### src/rtl/ksa_pkg.sv
`default_nettype none
// ============================================================================
// Module      : ksa_pkg
// Description : Types and constants shared by the RC4 key-scheduling stages
//               (init, swap and PRGA). Holds the KSA state encoding, the S
//               memory depth, the default key length and a helper that
//               sizes the key-byte index counter.
// Revision    : 1.0 - initial release
// ============================================================================
package ksa_pkg;

   localparam int S_SIZE            = 256;
   localparam int KEY_BYTES_DEFAULT = 3;

   typedef enum logic [2:0] {
      IDLE = 3'd0,
      RD_I = 3'd1,
      WT_I = 3'd2,
      RD_J = 3'd3,
      WT_J = 3'd4,
      WR_I = 3'd5,
      WR_J = 3'd6,
      DONE = 3'd7
   } ksa_state_t;

   // Width of a counter that indexes key bytes 0..n-1. Never less than one
   // bit, so a single-byte key still gets a legal vector.
   function automatic int kidx_width(input int n);
      return (n > 1) ? $clog2(n) : 1;
   endfunction

endpackage : ksa_pkg
`default_nettype wire

### src/rtl/ksa_key_select.sv
`default_nettype none
// ============================================================================
// Module      : ksa_key_select
// Description : Combinational byte mux that picks key byte kidx_i out of the
//               latched key. Byte 0 is the most significant byte of key_i.
// Ports       : key_i      - latched secret key, 8*KEY_BYTES bits
//               kidx_i     - key byte index, 0..KEY_BYTES-1
//               key_byte_o - selected key byte
// Revision    : 1.0 - initial release
// ============================================================================
module ksa_key_select
   import ksa_pkg::*;
#(
   parameter int KEY_BYTES = KEY_BYTES_DEFAULT,
   parameter int KIDX_W    = kidx_width(KEY_BYTES)
) (
   input  logic [8*KEY_BYTES-1:0] key_i,
   input  logic [KIDX_W-1:0]      kidx_i,
   output logic [7:0]             key_byte_o
);

   // Index values past KEY_BYTES-1 never occur; they decode to zero.
   always_comb begin
      key_byte_o = 8'd0;
      for (int b = 0; b < KEY_BYTES; b++) begin
         if (kidx_i == KIDX_W'(b)) begin
            key_byte_o = key_i[8*(KEY_BYTES-1-b) +: 8];
         end
      end
   end

endmodule : ksa_key_select
`default_nettype wire

### src/rtl/ksa_swap.sv
`default_nettype none
// ============================================================================
// Module      : ksa_swap
// Description : RC4 KSA permutation loop over a 256x8 single-port S memory
//               that already holds S[i] = i. For i = 0..255 it computes
//               j += S[i] + key[i mod KEY_BYTES] and swaps S[i] and S[j],
//               taking six cycles per iteration (1536 for the full loop).
// Ports       : CLOCK_50   - clock, rising edge
//               reset      - asynchronous active-high reset
//               start      - one-cycle request, honoured in IDLE or DONE only
//               secret_key - key, byte 0 in the MSBs, latched at start
//               q          - S memory read data
//               address    - S memory address (registered)
//               data       - S memory write data (registered)
//               wren       - S memory write enable (registered)
//               done       - high while the permutation is complete
// Revision    : 1.0 - initial release
// ============================================================================
module ksa_swap
   import ksa_pkg::*;
#(
   parameter int KEY_BYTES = KEY_BYTES_DEFAULT
) (
   input  logic                   CLOCK_50,
   input  logic                   reset,
   input  logic                   start,
   input  logic [8*KEY_BYTES-1:0] secret_key,
   input  logic [7:0]             q,
   output logic [7:0]             address,
   output logic [7:0]             data,
   output logic                   wren,
   output logic                   done
);

   localparam int                KIDX_W    = kidx_width(KEY_BYTES);
   localparam logic [7:0]        I_LAST    = 8'(S_SIZE - 1);
   localparam logic [KIDX_W-1:0] KIDX_LAST = KIDX_W'(KEY_BYTES - 1);

   ksa_state_t               state_q, state_d;
   logic [7:0]               i_q, i_d;
   logic [7:0]               j_q, j_d;
   logic [7:0]               si_q, si_d;
   logic [KIDX_W-1:0]        kidx_q, kidx_d;
   logic [8*KEY_BYTES-1:0]   key_q, key_d;
   logic [7:0]               addr_q, addr_d;
   // data_q also serves as the sj register: S[j] is captured straight into
   // it on the edge entering WR_I, which is exactly where it must be driven.
   logic [7:0]               data_q, data_d;
   logic                     wren_q, wren_d;
   logic                     done_q, done_d;

   logic [7:0]               key_byte;
   logic [7:0]               j_next;

   ksa_key_select #(
      .KEY_BYTES (KEY_BYTES),
      .KIDX_W    (KIDX_W)
   ) u_key_select (
      .key_i      (key_q),
      .kidx_i     (kidx_q),
      .key_byte_o (key_byte)
   );

   // q holds S[i] during WT_I; all terms wrap modulo 256.
   assign j_next = j_q + q + key_byte;

   always_ff @(posedge CLOCK_50 or posedge reset) begin
      if (reset) begin
         state_q <= IDLE;
         i_q     <= 8'd0;
         j_q     <= 8'd0;
         si_q    <= 8'd0;
         kidx_q  <= '0;
         key_q   <= '0;
         addr_q  <= 8'd0;
         data_q  <= 8'd0;
         wren_q  <= 1'b0;
         done_q  <= 1'b0;
      end else begin
         state_q <= state_d;
         i_q     <= i_d;
         j_q     <= j_d;
         si_q    <= si_d;
         kidx_q  <= kidx_d;
         key_q   <= key_d;
         addr_q  <= addr_d;
         data_q  <= data_d;
         wren_q  <= wren_d;
         done_q  <= done_d;
      end
   end

   // Outputs are computed for the state being entered, so each registered
   // output carries that state's value for the whole state.
   always_comb begin
      state_d = state_q;
      i_d     = i_q;
      j_d     = j_q;
      si_d    = si_q;
      kidx_d  = kidx_q;
      key_d   = key_q;
      addr_d  = addr_q;
      data_d  = data_q;
      wren_d  = wren_q;
      done_d  = done_q;

      case (state_q)
         IDLE, DONE: begin
            if (start) begin
               state_d = RD_I;
               i_d     = 8'd0;
               j_d     = 8'd0;
               kidx_d  = '0;
               key_d   = secret_key;
               addr_d  = 8'd0;
               wren_d  = 1'b0;
               done_d  = 1'b0;
            end
         end
         RD_I: begin
            state_d = WT_I;
         end
         WT_I: begin
            state_d = RD_J;
            si_d    = q;
            j_d     = j_next;
            addr_d  = j_next;
            wren_d  = 1'b0;
         end
         RD_J: begin
            state_d = WT_J;
         end
         WT_J: begin
            state_d = WR_I;
            addr_d  = i_q;
            data_d  = q;
            wren_d  = 1'b1;
         end
         WR_I: begin
            state_d = WR_J;
            addr_d  = j_q;
            data_d  = si_q;
            wren_d  = 1'b1;
         end
         WR_J: begin
            wren_d = 1'b0;
            if (i_q == I_LAST) begin
               state_d = DONE;
               done_d  = 1'b1;
            end else begin
               state_d = RD_I;
               i_d     = i_q + 8'd1;
               addr_d  = i_q + 8'd1;
               kidx_d  = (kidx_q == KIDX_LAST) ? '0 : kidx_q + KIDX_W'(1);
            end
         end
         default: begin
            state_d = IDLE;
            wren_d  = 1'b0;
         end
      endcase
   end

   assign address = addr_q;
   assign data    = data_q;
   assign wren    = wren_q;
   assign done    = done_q;

endmodule : ksa_swap
`default_nettype wire
### config.mk
export PLATFORM = sky130hd
export DESIGN_NAME = ksa_swap
export DESIGN_NICKNAME = d
export VERILOG_FILES = /design/src/rtl/ksa_pkg.sv /design/src/rtl/ksa_key_select.sv /design/src/rtl/ksa_swap.sv
export SDC_FILE = /design/constraint.sdc
export NUM_CORES = 1
export LEC_CHECK = 0
export ABC_AREA = 1
export CAP_MARGIN = 20
export CELL_PAD_IN_SITES_DETAIL_PLACEMENT = 0
export CELL_PAD_IN_SITES_GLOBAL_PLACEMENT = 1
export CORE_UTILIZATION = 44
export DETAILED_ROUTE_END_ITERATION = 6
export PLACE_DENSITY_LB_ADDON = 0.1
export SLEW_MARGIN = 20
export SYNTH_ARGS = -nofsm -noshare
export SYNTH_HDL_FRONTEND = slang
export SYNTH_HIERARCHICAL = 1
export SYNTH_SLANG_ARGS = --single-unit
### constraint.sdc
create_clock -name CLOCK_50 -period 4.2 [get_ports CLOCK_50]
set_clock_uncertainty 0.2 [all_clocks]
set_input_delay 0.63 -clock CLOCK_50 [delete_from_list [all_inputs] [get_ports CLOCK_50]]
set_output_delay 0.63 -clock CLOCK_50 [all_outputs]
set_load 0.01 [all_outputs]
Word level (Yosys, flattened, before mapping). Index checks and enable logic that the tools add are counted.

Add/subtract/negate cells: 4. Eq/ne operators: 13. Multiplexer cells: 20. Reduce and logical (&&, ||, !) cells: 16.

Operator list (count): 8-bit case mux with 2 select lines (3); 8-bit 2-to-1 mux (5); 8-bit case mux with 5 select lines (1); 3-bit case mux with 7 select lines (1); 8-bit adder (2); 3-bit == test (second input constant) (4); 3-bit AND reduction (3); 8-bit by 1-bit adder with 8-bit output (second input constant) (1); 8-bit == test (second input constant) (1); 3-bit by 2-bit == test with 1-bit output (second input constant) (2); 2-bit 2-to-1 mux (3); 3-bit 2-to-1 mux (2); 2-bit inequality test (second input constant) (3); 2-bit AND reduction (3); 2-bit nonzero test (3); 2-bit OR reduction (3); 5-bit nonzero test (1); 2-bit case mux with 2 select lines (1); 3-bit by 1-bit == test with 1-bit output (second input constant) (1); 3-bit zero test (1); 1-bit case mux with 3 select lines (1); 3-bit nonzero test (1); 2-bit by 1-bit adder with 2-bit output (second input constant) (1); 2-bit by 1-bit == test with 1-bit output (second input constant) (1); 4 further kinds (5).

Register bits after elaboration: 71. Bits of input ports: 35. Output and inout port bits: 18. Logic and storage cells: 63.

Depth between registers and ports, before layout. Gate-level depths: netlist (run 1).

Depth in word-level cells: 6. Gate-level depth with buffers: 16. Mapped depth without buffers: 15.

Cells and area by module. Netlist (run 1), hierarchy kept.

By module, submodules not included: ksa_swap (instances 1, cells each 448, area each 3684.8 um2, sequential area each 1776.7 um2); ksa_key_select (instances 1, cells each 37, area each 187.7 um2, sequential area each 0.0 um2).

Worst setup path before layout (run 1). No wires, ideal clock.

Path type: register -> register. From: register kidx_q[1]. To: register addr_q[5] (netlist: address[5]). Setup time: 0.116 ns. Arrival: 2.281 ns. Required time: 3.884 ns. Setup slack: 1.603 ns. Stages on the path, launching flop included: 17. Path buffers: 1. Period minus slack after synthesis: 2.597 ns. Cells stage by stage: dfrtp_1 buf_6 inv_2 nand3_1 nand3_1 fa_1 ha_1 inv_1 fa_1 inv_1 nand2_1 nand2_1 nand2_1 nand3_1 nand3b_1 nand2_1 nand2_1.

Cells in the longest elaborated chain, start to end: 6. Elaborated cells on any way between the ends: 8. Classes of those cells: add/sub: 1; eq/ne: 2; mux: 4; reduce/logical: 1.

RTL lines: start: declaration (RTL line ksa_swap.sv:43) `logic [KIDX_W-1:0] kidx_q, kidx_d;`; start signal: assignment (RTL line ksa_swap.sv:84) `kidx_q <= kidx_d;`; 2-bit zero test (RTL line ksa_key_select.sv:26) `if (kidx_i == KIDX_W'(b)) begin`; 8-bit 2-to-1 mux (2 in a row) (RTL line ksa_key_select.sv:26); 8-bit 2-to-1 mux (*) (RTL line ksa_key_select.sv:26); net key_byte[1] (RTL line ksa_swap.sv:52) `logic [7:0] key_byte;`; 8-bit adder (*) (RTL line ksa_swap.sv:65) `assign j_next = j_q + q + key_byte;`; 8-bit case mux with 5 select lines (*) (RTL line ksa_swap.sv:107) `case (state_q)`; end signal: assignment (RTL line ksa_swap.sv:86) `addr_q <= addr_d;`; end: declaration (RTL line ksa_swap.sv:45) `logic [7:0] addr_q, addr_d;`.

The timed path passes the listed nets; every way through them passes the cells marked *. A chain may end at the register's enable or synchronous reset.

Final worst setup path (run 1). Same ends and word-level chain as after synthesis.

==> metrics.md, run 1 <==
| Metric | Value |
|---|---|
| Post-CTS setup buffer count | `0` |
| Pin count of the biggest net entering global routing | `36` |
| CP delay by family, top | `adder cells` |
| Critical Path RT | `4.25 ns` |
| Least-Margin Pin Slew | `0.7287 ns` |
| # IOs | `53` |
| NumNets Final | `586` |
| Reg2Reg Depth | `15` |
| Post-synth EDFFs | `0` |
| Cell count along the critical path | `15` |
| H-tree level count | `3` |
| Status | `finished clean` |
| Register area share after synthesis | `45.88%` |
| Starting DRT DRC Count | `166` |
| Synthesized Nets | `535` |
| #FFs+latches synth | `71` |
| Post-CTS Hold Fix Bufs | `0` |
| Drt wl/cell | `14.26 microns` |
| Antenna cells | `0` |
| Slew headroom | `51.35%` |
| Design area | `4604 sq um` |
| Final core occ | `54.93%` |
| Place WS | `1.019 ns` |
| Cts bufs inserted | `9` |
| RSZ-0062 raised after global routing | `no` |
| DR vias | `3240` |
| CTS tree | `done` |
| Setup CP Type | `reg2reg` |
| Die height | `95.82 microns` |
| Layout cells sized above 1 | `8.333%` |
| Top FF cell, synth | `dfrtp_1` |
| Clock Root Buffer | `clkbuf_8` |
| Fin. max-slew vios | `0` |
| Commonest cells in the netlist | `186 x nand2_1, 71 x dfrtp_1, 49 x inv_1` |
| Cell Pwr Density | `699.7 nW/um^2` |
| All-Layer GR Usage | `23.01%` |
| Tmin final | `3.123 ns` |
| Initial Util | `46.20%` |
| Area contributors post-synth | `dfrtp_1 46%, nand2_1 18%, nand3_1 6.1%` |
| Mean Syn Cell Area | `7.984 sq um` |
| Max rail drop VDD | `0.0002359 V` |
| Yosys cell types | `33` |
| Final ANT Viol Nets | `0` |
| Critical path's slowest cell | `dfrtp_1` |
| Share of async-settable or async-resettable flops after synthesis | `100.0%` |
| CP startpoint kind | `flip-flop` |
| Post-CTS sizing | `0` |
| Hold depth | `2` |
| Area after DPL | `4441 sq um` |
| Critical path fanouts, max | `13` |
| Initial antenna violation count | `0` |
| Die width | `95.82 microns` |
| First-pass detailed-route iteration total | `4` |
| Synth top area share | `45.88%` |
| Arr. time, crit path | `3.17 ns` |
| Buf/Inv on CP | `3` |
| Mapped cell area | `3872 sq um` |
| Row Count | `33` |
| Syn Inst Count | `485` |
| Hpwl dp | `6.778 mm` |
| Most frequent cell after synthesis | `nand2_1` |
| Clk pin slew, worst setup/hold paths | `0.08 ns` |
| Clk buf depth | `2` |
| Via/cell ratio | `5.023` |
| Max-Cap Viols | `0` |
| Min-delay worst type | `reg2reg` |
| First-pass GRT wire length | `15.68 mm` |
| Overflow after GRT | `0` |
| Setup TNS | `0 ns` |
| RePlAce Congestion | `0.8142` |
| R2R setup slack | `1.08 ns` |
| Final hold violation count | `0` |
| Num Clock Sinks | `71` |
| DR DRC count | `0` |
| CP Cell Sequence | `inv_2 > nand3_1 > nand3_1 > fa_1 > ha_1 > inv_1 > fa_1 > inv_1 > nand2_1 > nand2_1 > nand2_1 > nand3_1 > nand3b_1 > nand2_1 > nand2_1` |
| Final worst slack | `1.077 ns` |
| Port buffer count | `52` |
| Fmax | `320.2 MHz` |
| Element type at the critical path end | `flip-flop` |
| Crit path top cell by count | `nand2_1` |
| Skew-Pair Late Insertion Delay | `0.35 ns` |
| Vias in the first global route | `3168` |
| Crit path largest cell delay | `0.63 ns` |
| Leakage | `0.002307 uW` |
| Tcrit/Tclk final | `74.37%` |
| Cell taking the most area after synthesis | `dfrtp_1` |
| Final wirelength | `9.195 mm` |
| Die area | `9181 sq um` |
| CORE AREA | `8382 sq um` |
| Final setup vio count | `0` |
| Yosys synthesis warning count | `6` |
| P&R area growth vs syn | `18.90%` |
## state kept, by name (all words and copies together) (netlist names), 2 cells and up
signal and flops:
j_q 8, key_q 24, i_q 8, data 8
kidx_q 2, address 8, state_q 3, si_q 8
## worst register-to-register path, cell delays in order, from the launching register on
cell and delay [ns]:
dfrtp_1 0.63, inv_2 0.16, nand3_1 0.10, nand3_1 0.17, fa_1 0.53, ha_1 0.18
inv_1 0.08, fa_1 0.42, inv_1 0.12, nand2_1 0.08, nand2_1 0.06, nand2_1 0.04
nand3_1 0.08, nand3b_1 0.08, nand2_1 0.06, nand2_1 0.04
## per-stage QoR
stage	instances	total power [uW]	hold slack [ns]
after floorplan	485	2296	0.2492
after global placement	630	2736	0.2542
after detailed placement	630	2755	0.2620
after CTS	645	3240	0.2814
after global routing	645	3541	0.3035
final	645	3222	0.2758
## cell usage in the layout, fill, tap and decap left out, drive strengths merged
master         count
a21boi             1
a21o               1
a21oi              3
a31o               1
a31oi              2
buf                2
clkbuf            11
clkdlybuf4s50     52
clkinv             3
clkinvlp           1
dfrtp             71
fa                 8
ha                 7
inv               55
nand2            190
nand3             49
nand3b             3
nand4              4
nor2              22
nor3               5
o2111ai            1
o211ai             8
o21ai             28
o22ai             11
xnor2              1
## cells by family after synthesis
| kind of cell | synth area share [%] |
|---|---|
| buffers and inverters | 7.884 |
| DFF | 45.88 |
| xor gates and xnor gates | 0.2262 |
| AOI/OAI and AO/OA | 9.564 |
| adders and majority gates | 6.397 |
| and+or+nand+nor | 30.05 |
## cell type report
class                   instances  area (sq um)
well taps                     105         131.4
clock inverters                 4         22.52
clock buffers                  11         141.4
fillers                       824          3777
inverters                      55         206.4
repair buffers                 54         535.5
multi-input cells             345          1790
flip-flops and latches         71          1777
## final timing paths
check | to | start
worst min register to register | address[0] | address[0]
worst min-delay path | address[0] | address[0]
worst max-delay path | address[5] | kidx_q[1]
max in group asynchronous | key_q[5] | reset
min in group asynchronous | address[0] | reset
worst max register to register | address[5] | kidx_q[1]
## metal layers
| metal | up-vias | global-route usage, % | share of wire [%] |
|---|---|---|---|
| met3 | 10 | 3.633 | 3.7 |
| met5 | - | 0 | 0 |
| met4 | 0 | 7.836 | 1.3 |
| li1 | 1657 | - | - |
| met1 | 1494 | 31.39 | 49 |
| met2 | 79 | 37.32 | 46 |
## power breakdown
group          leakage, uW  internal (uW)  switching [uW]  total [uW]
Combinational      0.00131            614             991        1600
Sequential        0.000908            947             191        1140
Clock            0.0000850            224             255         479
Total              0.00231           1790            1440        3220
No activity file was read; power rests on OpenSTA's default activity.
==> run 2, diff against run 1 <==
--- a/config.mk
+++ b/config.mk
@@ -9,7 +9,7 @@
 export CAP_MARGIN = 20
 export CELL_PAD_IN_SITES_DETAIL_PLACEMENT = 0
 export CELL_PAD_IN_SITES_GLOBAL_PLACEMENT = 1
-export CORE_UTILIZATION = 44
+export CORE_UTILIZATION = 37
 export DETAILED_ROUTE_END_ITERATION = 6
 export PLACE_DENSITY_LB_ADDON = 0.1
 export SLEW_MARGIN = 20
==> constraint.sdc (replaced) <==
create_clock -name CLOCK_50 -period 2.6 [get_ports CLOCK_50]
set_clock_uncertainty 0.2 [all_clocks]
set_input_delay 0.39 -clock CLOCK_50 [delete_from_list [all_inputs] [get_ports CLOCK_50]]
set_output_delay 0.39 -clock CLOCK_50 [all_outputs]
set_load 0.01 [all_outputs]
==> run 2 against run 1 <==
  * The run now ends with setup timing left
  * First-iteration DRC count shrank 18%
  * Die area increased by 19%
  * Wire length increased by 9.7%
  * Flip-flop and latch count is the same
  * Clock power increased by 97%
  * Core utilization decreased by 3.6 points
  * Cell area up 11%
  * Sequential share of layout area is 3.8 points lower
  * Hold slack lost 0.064 ns
  * Largest power group unchanged
  * Highest routed layer unchanged
==> metrics.md, run 2 (same netlist as run 1, synthesis figures left out) <==
| Metric | Value |
|---|---|
| All-Layer GR Usage | `19.92%` |
| CP startpoint kind | `flip-flop` |
| Hpwl dp | `7.446 mm` |
| NumNets Final | `609` |
| H-tree level count | `3` |
| Power share of the combinational group | `55.3%` |
| Crit path top cell by count | `buf_4` |
| Sw Pwr | `2645 uW` |
| Max-Cap Viols | `0` |
| Max reg flops | `24` |
| RePlAce Congestion | `0.8345` |
| First-pass GRT wire length | `16.86 mm` |
| Max rail drop VDD | `0.0004377 V` |
| Row Count | `36` |
| Setup CP Type | `reg2reg` |
| Leakage | `0.002505 uW` |
| Final setup vio count | `7` |
| # IOs | `53` |
| Clk buf depth | `2` |
| Failing checks | `setup timing` |
| Commonest non-fill, non-tap cell in the layout | `nand2_1` |
| Met3 Use GR | `3.571%` |
| Crit path largest cell delay | `0.47 ns` |
| Critical path fanouts, max | `5` |
| Sw Ratio | `42.62%` |
| Final ANT Viol Nets | `0` |
| Final worst slack | `-0.06840 ns` |
| Initial Util | `38.90%` |
| Fin. max-slew vios | `0` |
| Critical R2R Launch | `kidx_q[1]` |
| P&R area growth vs syn | `31.89%` |
| Crit Reg-Reg Endpoint | `address[4]` |
| Slew headroom | `55.71%` |
| Arr. time, crit path | `2.70 ns` |
| Internal power component | `3561 uW` |
| Setup TNS | `-0.2721 ns` |
| Die width | `104.3 microns` |
| Commonest cells after routing, fill and taps aside | `174 x nand2_1, 69 x dfrtp_1, 52 x clkdlybuf4s50_1, 42 x inv_1, 29 x nand3_1` |
| CTS tree | `done` |
| Overflow after GRT | `0` |
| R2R setup slack | `-0.07 ns` |
| Cts bufs inserted | `9` |
| Final wirelength | `10.09 mm` |
| Num Clock Sinks | `71` |
| CP Cell Sequence | `nor2_4 > buf_6 > nand2_1 > nand3_2 > fa_1 > ha_4 > buf_4 > buf_4 > nor3_1 > nand3b_1 > nand3_1` |
| Fraction of power consumed by sequential logic | `29.5%` |
| Critical path's slowest cell | `dfrtp_2` |
| Critical Path RT | `2.63 ns` |
| Die height | `104.3 microns` |
| Pin count of the biggest net entering global routing | `36` |
| DR DRC count | `0` |
| Clk pin slew, worst setup/hold paths | `0.08 ns` |
| Reg2Reg Depth | `11` |
| Clock Root Buffer | `clkbuf_8` |
| Drt wl/cell | `14.47 microns` |
| Global Route met2 Usage | `31.98%` |
| Cell Pwr Density | `1215 nW/um^2` |
| Fmax | `374.8 MHz` |
| Vias in the first global route | `3289` |
| Clk pwr share | `15.2%` |
| Tmin final | `2.668 ns` |
| Die area | `10880 sq um` |
| CORE AREA | `9955 sq um` |
| Pwr Total | `6205 uW` |
| Min-delay worst type | `in2async` |
| Starting DRT DRC Count | `136` |
| Layout cells sized above 1 | `20.57%` |
| Tcrit/Tclk final | `102.6%` |
| Skew-Pair Late Insertion Delay | `0.35 ns` |
| Reg with most FFs | `key_q` |
| Met1 Resource Use GR | `27.31%` |
| Status | `finished, violations left` |
| Initial antenna violation count | `0` |
| CP delay by family, top | `simple AND/OR/NAND/NOR gates` |
| Element type at the critical path end | `flip-flop` |
| DR vias | `3374` |
| Port buffer count | `52` |
| First-pass detailed-route iteration total | `4` |
| Post-CTS Hold Fix Bufs | `0` |
| Place WS | `-0.3450 ns` |
| Via/cell ratio | `4.841` |
| RSZ-0062 raised after global routing | `yes` |
| Grt peak-use layer | `met2` |
| Buf/Inv on CP | `3` |
| Least-Margin Pin Slew | `0.6628 ns` |
| Final hold violation count | `0` |
| Antenna cells | `0` |
==> run 2: cell types whose count changed in the layout (fill, tap and decap cells not counted), moves of 4 or more <==
cell,previous run,this run
nand3_1,47,29
buf_4,2,19
nand3_2,2,19
nand2_1,186,174
nand2_2,4,15
inv_1,48,42
inv_2,7,13
o21ai_0,22,16
ha_1,7,2
o21ai_1,1,6
buf_6,0,4
ha_4,0,4
==> run 2: per-stage QoR <==
step | cell area, sq um | instances | hold WS (ns) | utilization, %
6_report | 5107 | 697 | 0.2120 | 51.31
4_1_cts | 5007 | 694 | 0.2176 | 50.30
5_1_grt | 5107 | 697 | 0.2714 | 51.31
2_1_floorplan | 3872 | 485 | 0.2492 | -
3_5_place_dp | 4636 | 676 | 0.2632 | 46.57
3_3_place_gp | 4636 | 676 | 0.2535 | 46.57
==> run 2: power by group through the flow <==
stage	sequential, uW	combinational [uW]	clock (uW)
5_1_grt	1890	3850	1020
4_1_cts	1830	3150	972
6_report	1830	3430	944
3_5_place_dp	1840	2840	0
3_3_place_gp	1830	2810	0
2_1_floorplan	1780	1930	0
==> run 2: cell type report <==
type	instances	area (sq um)
fill	954	4847
multi-input combinational	345	1998
sequential	71	1779
timing repair buffer	77	748.2
inverter	55	206.4
clock buffer	13	168.9
tap	133	166.4
clock inverter	3	40.04
==> run 2: metal layers <==
metal  vias up  share of wire, %
met4         0               1.2
li1       1710                 -
met3        11               3.3
met1      1592                49
met5         -                 0
met2        61                46
==> run 2: worst max-delay path by stage <==
stage	endpoint	from	slack [ns]	cells after the start
CTS	address[5]	kidx_q[1]	-0.09	15
floorplan	address[5]	kidx_q[1]	0.003	16
detailed placement	address[5]	q[1]	-0.35	13
finish	address[4]	kidx_q[1]	-0.07	11
global route	address[7]	kidx_q[1]	-0.18	17
global placement	address[7]	q[1]	-0.29	13
==> run 2: timing repair <==
action | in CTS | in global routing
endpoints found under the setup margin | 11 | 12
gates resized for setup | 32 | 28
pin swaps | 20 | 25
setup buffers | 2 | 3
